### config.mk
export PLATFORM = sky130hd
export DESIGN_NAME = if_fetch_unit
export DESIGN_NICKNAME = d
export VERILOG_FILES = /design/src/rtl/if_fetch_unit.sv
export SDC_FILE = /design/constraint.sdc
export NUM_CORES = 1
export LEC_CHECK = 0
export ABC_AREA = 1
export BUFFER_PORTS_ARGS = -buffer_cell sky130_fd_sc_hd__buf_2
export CORE_MARGIN = 2
export CORE_UTILIZATION = 40
export DETAILED_ROUTE_END_ITERATION = 10
export PLACE_DENSITY = 0.71
export RECOVER_POWER = 25
export SLEW_MARGIN = 40
export SYNTH_ARGS = -nofsm -noshare
export SYNTH_HDL_FRONTEND = slang
export SYNTH_SLANG_ARGS = --single-unit
### constraint.sdc
create_clock -name clk -period 1.61 [get_ports clk]
set_clock_uncertainty 0.1 [all_clocks]
set_input_delay 0.0805 -clock clk [delete_from_list [all_inputs] [get_ports clk]]
set_output_delay 0.0805 -clock clk [all_outputs]
set_load 0.005 [all_outputs]
### src/rtl/if_fetch_unit.sv
// if_fetch_unit: instruction-fetch front end feeding the IF/ID register.
// Owns the architectural PC and runs a req/ack handshake to instruction memory.
// It keeps a one-entry instruction buffer and handles branch redirection,
// including discarding a memory response that is already in flight.
//
// Ports:
//   clk, rst            rising-edge clock, asynchronous active-low reset
//   freeze              hazard stall: buffered instruction is held, not consumed
//   Branch_taken        redirect request from EXE
//   Branch_Address      redirect target
//   imem_req/imem_addr  level request and fetch address to instruction memory
//   imem_ack/imem_rdata one-cycle completion pulse with the fetched word
//   PC_out              buffered instruction address + PC_STEP
//   Instruction_out     buffered instruction
//   valid_out           buffer holds a deliverable instruction
//   fetch_stall         ~valid_out, ORed with the hazard freeze for IF/ID load
//   stall_cycles        perf: cycles with fetch_stall=1 (0 unless FETCH_PERF_CNT_EN)
//   discard_count       perf: dropped memory responses (0 unless FETCH_PERF_CNT_EN)
//
// Optional feature macro: FETCH_PERF_CNT_EN enables the saturating perf counters.
module if_fetch_unit #(
    parameter logic [31:0] RESET_PC = 32'h0000_0000,
    parameter logic [31:0] PC_STEP  = 32'd4
) (
    input  logic        clk,
    input  logic        rst,
    input  logic        freeze,
    input  logic        Branch_taken,
    input  logic [31:0] Branch_Address,
    output logic        imem_req,
    output logic [31:0] imem_addr,
    input  logic        imem_ack,
    input  logic [31:0] imem_rdata,
    output logic [31:0] PC_out,
    output logic [31:0] Instruction_out,
    output logic        valid_out,
    output logic        fetch_stall,
    output logic [31:0] stall_cycles,
    output logic [15:0] discard_count
);

    localparam int unsigned XLEN    = 32;
    localparam int unsigned STALL_W = 32;
    localparam int unsigned DISC_W  = 16;

    typedef enum logic [1:0] {
        FETCH   = 2'd0,
        READY   = 2'd1,
        DISCARD = 2'd2
    } state_t;

    state_t          state;
    logic [XLEN-1:0] pc;
    logic [XLEN-1:0] buf_inst;
    logic [XLEN-1:0] buf_pc;

    // Fetch FSM with the PC and the one-entry instruction buffer.
    always_ff @(posedge clk or negedge rst) begin
        if (!rst) begin
            state    <= FETCH;
            pc       <= RESET_PC;
            buf_inst <= '0;
            buf_pc   <= '0;
        end else begin
            unique case (state)
                FETCH: begin
                    if (Branch_taken) begin
                        // A response arriving with the redirect is simply dropped;
                        // otherwise the outstanding request must be drained first.
                        pc <= Branch_Address;
                        if (!imem_ack) begin
                            state <= DISCARD;
                        end
                    end else if (imem_ack) begin
                        buf_inst <= imem_rdata;
                        buf_pc   <= pc;
                        state    <= READY;
                    end
                end
                READY: begin
                    // Redirect beats freeze; otherwise an unfrozen cycle consumes the buffer.
                    if (Branch_taken) begin
                        pc    <= Branch_Address;
                        state <= FETCH;
                    end else if (!freeze) begin
                        pc    <= pc + PC_STEP;
                        state <= FETCH;
                    end
                end
                DISCARD: begin
                    if (Branch_taken) begin
                        pc <= Branch_Address;
                    end
                    if (imem_ack) begin
                        state <= FETCH;
                    end
                end
                default: state <= FETCH;
            endcase
        end
    end

    // Output decode from registered state; request is suppressed during reset.
    assign imem_req        = rst && (state == FETCH);
    assign imem_addr       = pc;
    assign valid_out       = (state == READY);
    assign fetch_stall     = (state != READY);
    assign Instruction_out = buf_inst;
    assign PC_out          = buf_pc + PC_STEP;

`ifdef FETCH_PERF_CNT_EN
    logic [STALL_W-1:0] stall_q;
    logic [DISC_W-1:0]  disc_q;
    logic               drop_c;

    // A response is dropped when it lands in DISCARD or alongside a redirect in FETCH.
    assign drop_c = imem_ack && (((state == FETCH) && Branch_taken) || (state == DISCARD));

    // Saturating performance counters.
    always_ff @(posedge clk or negedge rst) begin
        if (!rst) begin
            stall_q <= '0;
            disc_q  <= '0;
        end else begin
            if ((state != READY) && (stall_q != '1)) begin
                stall_q <= stall_q + STALL_W'(1);
            end
            if (drop_c && (disc_q != '1)) begin
                disc_q <= disc_q + DISC_W'(1);
            end
        end
    end

    assign stall_cycles  = stall_q;
    assign discard_count = disc_q;
`else
    assign stall_cycles  = '0;
    assign discard_count = '0;
`endif

endmodule

==> summary.md <==
| Metric | Value |
|---|---|
| Critical Path RT | `1430 ps` |
| Ant diodes | `0` |
| VDD IR max | `0.560 mV` |
| Initial antenna violation count | `0` |
| Slew @ Worst Pin | `623 ps` |
| Most common cell after layout, fill and taps aside | `nand2_1` |
| Clock power share | `24.5%` |
| Met1 Use GR | `31.1%` |
| Area of the die | `16000 sq um` |
| RSZ-0062 raised after global routing | `true` |
| Largest net degree at the start of global routing | `79` |
| Met2 Track Usage GR | `36.2%` |
| Core area | `14600 sq um` |
| Global-route usage over all layers | `22.5%` |
| Later-pin clock latency in the skew report | `360 ps` |
| Hold path start | `Branch_taken` |
| Io pins | `216` |
| Period minus WS final | `1950 ps` |
| Net Sw Frac | `35.6%` |
| Worst Setup SP | `buf_pc[2]$_DFFE_PN0P_` |
| Critical path arrival | `1770 ps` |
| Mapped Cells | `784` |
| Drt first-iter violations | `518` |
| Worst setup EP type | `output pin` |
| Avg Cell Area, Syn | `7.66 sq um` |
| Reg2reg start | `imem_addr[3]$_DFFE_PN0P_` |
| Slew Limit Fails | `0` |
| Total grt overflow | `0` |
| Sink Count | `98` |
| Slew headroom | `58.5%` |
| Ys Warns | `0` |
| Sequential share of power | `38.2%` |
| WL/cell | `14.9 um` |
| Filler cells | `1278` |
| Final Instance Area | `8950 sq um` |
| Fmax achieved | `513 MHz` |
| Commonest non-fill, non-tap cells in the layout | `200 x nand2_1, 161 x buf_2, 84 x buf_4, 77 x dfrtp_1, 64 x nor2_1` |
| Post-DP HPWL | `13400 um` |
| Combinational Power Share | `37.3%` |
| Die width | `127 um` |
| Port bufs | `167` |
| Final worst slack | `-339 ps` |
| Fin nets | `1170` |
| Placed Area | `7290 sq um` |
| Seq/Total Area, Yosys | `40.8%` |
| Met3 Track Usage GR | `2.66%` |
| Drt first pass iters | `7` |
| Worst Path Max Fanout | `5` |
| Hold Vio Cnt, Final | `0` |
| Startpoint types | `register` |
| Number of global-route vias before repair | `5695` |
| Clock tree buffer depth | `2` |
| Failing checks | `setup timing` |
| TritonCTS buffer count | `9` |
| Root buffer cell | `clkbuf_16` |
| Share of layout cells above drive strength 1 | `40.1%` |
| Drt total wl | `19200 um` |
| Initial core utilization | `41.2%` |
| Worst-path clk slew | `80 ps` |
| Area grow syn2layout | `49.1%` |
| Min-delay worst type | `in2reg` |
| DR DRC count | `0` |
| Final core occ | `61.4%` |
| Cell-internal power | `6.13 mW` |
| Run status | `finished, violations left` |
| Fin Setup TNS | `-6230 ps` |
| TritonCTS clock tree | `built` |
| Lkg Pwr | `4.40 nW` |
| GPL Wtd Cong | `0.938` |
| Gr busiest metal | `met2` |
| Cell Rows | `44` |
| Die Height | `127 um` |
| Post-Syn Area | `6000 sq um` |
| Post-synth cell types | `38` |
| Setup Viol. Count Final | `31` |
| First-pass GRT wire length | `28600 um` |
| DR vias | `6186` |
| Max-Cap Viols | `0` |
| Yosys reg bits | `98` |
| PwrDens | `1060 nW/um^2` |
| H-tree depth | `3` |
| Vias per cell | `4.80` |
| NetSw | `3.39 mW` |
| WS Path Type | `reg2out` |
| Number of routed nets with antenna violations | `0` |
| Crit share post-route | `121%` |
cells by family (layout without fill, tap and decap cells):
logic type | count (synthesis) | after routing | share of synthesized area (%)
other | 1 | 48 | 0.0625
multiplexers | 34 | 34 | 6.38
buffers and inverters | 140 | 413 | 12.6
flip-flops | 98 | 98 | 40.8
AND/OR/NAND/NOR | 409 | 409 | 29.3
adder cells (fa/ha/maj) | 2 | 2 | 0.417
XOR/XNOR | 26 | 26 | 3.79
AO/OA/AOI/OAI | 74 | 74 | 6.61
metal layers:
layer,up-vias,share of wire [%]
met4,0,3.1
met1,2868,43
met3,48,5.7
met5,-,0
li1,3016,-
met2,254,48
state kept, by name (all words and copies together), names as in the netlist:
signal,flops
state,2
imem_addr,32
buf_pc,32
Instruction_out,32
metrics by stage:
step	instances	power (mW)	setup WS (ps)	hold WS [ps]
floorplan	831	5.00	34.4	-315
global placement	1173	6.40	30.8	-97.9
detailed placement	1173	6.48	1.79	-98.0
CTS	1261	9.07	-313	17.3
global route	1288	10.1	-447	41.3
finish	1288	9.52	-339	23.5
repair_timing:
item,CTS,global route
hold endpoints to repair,158,0
setup buffers,10,26
setup endpoints to repair,27,49
resized for setup,32,107
gates cloned,0,1
pin swaps,8,36
hold buffers,62,0
power groups by stage:
stage / clock network, mW / registers [mW] / logic (mW)
2_1_floorplan: 0 / 3.60 / 1.41
5_1_grt: 2.47 / 3.72 / 3.88
3_3_place_gp: 0 / 3.59 / 2.82
6_report: 2.33 / 3.64 / 3.55
3_5_place_dp: 0 / 3.62 / 2.86
4_1_cts: 2.36 / 3.57 / 3.13
final timing paths:
| check | to | slack, ps | cells past startpoint |
|---|---|---|---|
| max in group asynchronous | buf_pc[20]$_DFFE_PN0P_ | 200 | 3 |
| hold / removal | imem_addr[0]$_DFFE_PN0P_ | 20 | 3 |
| setup / recovery | PC_out[21] | -340 | 6 |
| min in group asynchronous | Instruction_out[19]$_DFFE_PN0P_ | 180 | 2 |
| setup reg to reg | imem_addr[14]$_DFFE_PN0P_ | -50 | 10 |
| hold reg to reg | buf_pc[1]$_DFFE_PN0P_ | 400 | 2 |
cell type report:
| cell class | count | area (sq um) | area share, % |
|---|---|---|---|
| clock buffer | 10 | 239 | 2.67 |
| clock inverter | 6 | 82.6 | 0.922 |
| inverter | 69 | 264 | 2.95 |
| multi-input combinational | 593 | 3340 | 37.3 |
| sequential | 98 | 2480 | 27.7 |
| tap | 184 | 230 | 2.57 |
| timing repair buffer | 328 | 2320 | 25.9 |
cells in the mapped netlist, drive strengths merged:
master / instances / area share, %
nor4: 1 / 0.10
ha: 2 / 0.42
a21oi: 10 / 0.90
nand3b: 3 / 0.38
inv: 69 / 4.3
conb: 1 / 0.062
mux2: 34 / 6.4
nor3b: 3 / 0.38
a22oi: 3 / 0.38
xnor2: 12 / 1.8
o22ai: 4 / 0.42
nand3: 43 / 3.9
clkbuf: 4 / 0.29
nand2: 230 / 15
xor2: 14 / 2.0
buf: 67 / 8.0
o21ai: 55 / 4.6
nand4: 9 / 0.94
a211oi: 1 / 0.13
nor3: 7 / 0.75
nor2: 112 / 8.1
dfrtp: 98 / 41
or2: 1 / 0.10
o31ai: 1 / 0.21
worst max-delay path, stage by stage (launching register included):
cell	delay (ps)
dfrtp_1	390
buf_4	150
nand3_4	110
buf_4	180
nor3_2	210
xor2_1	220
buf_2	150
Power figures use the tool's default switching activity.
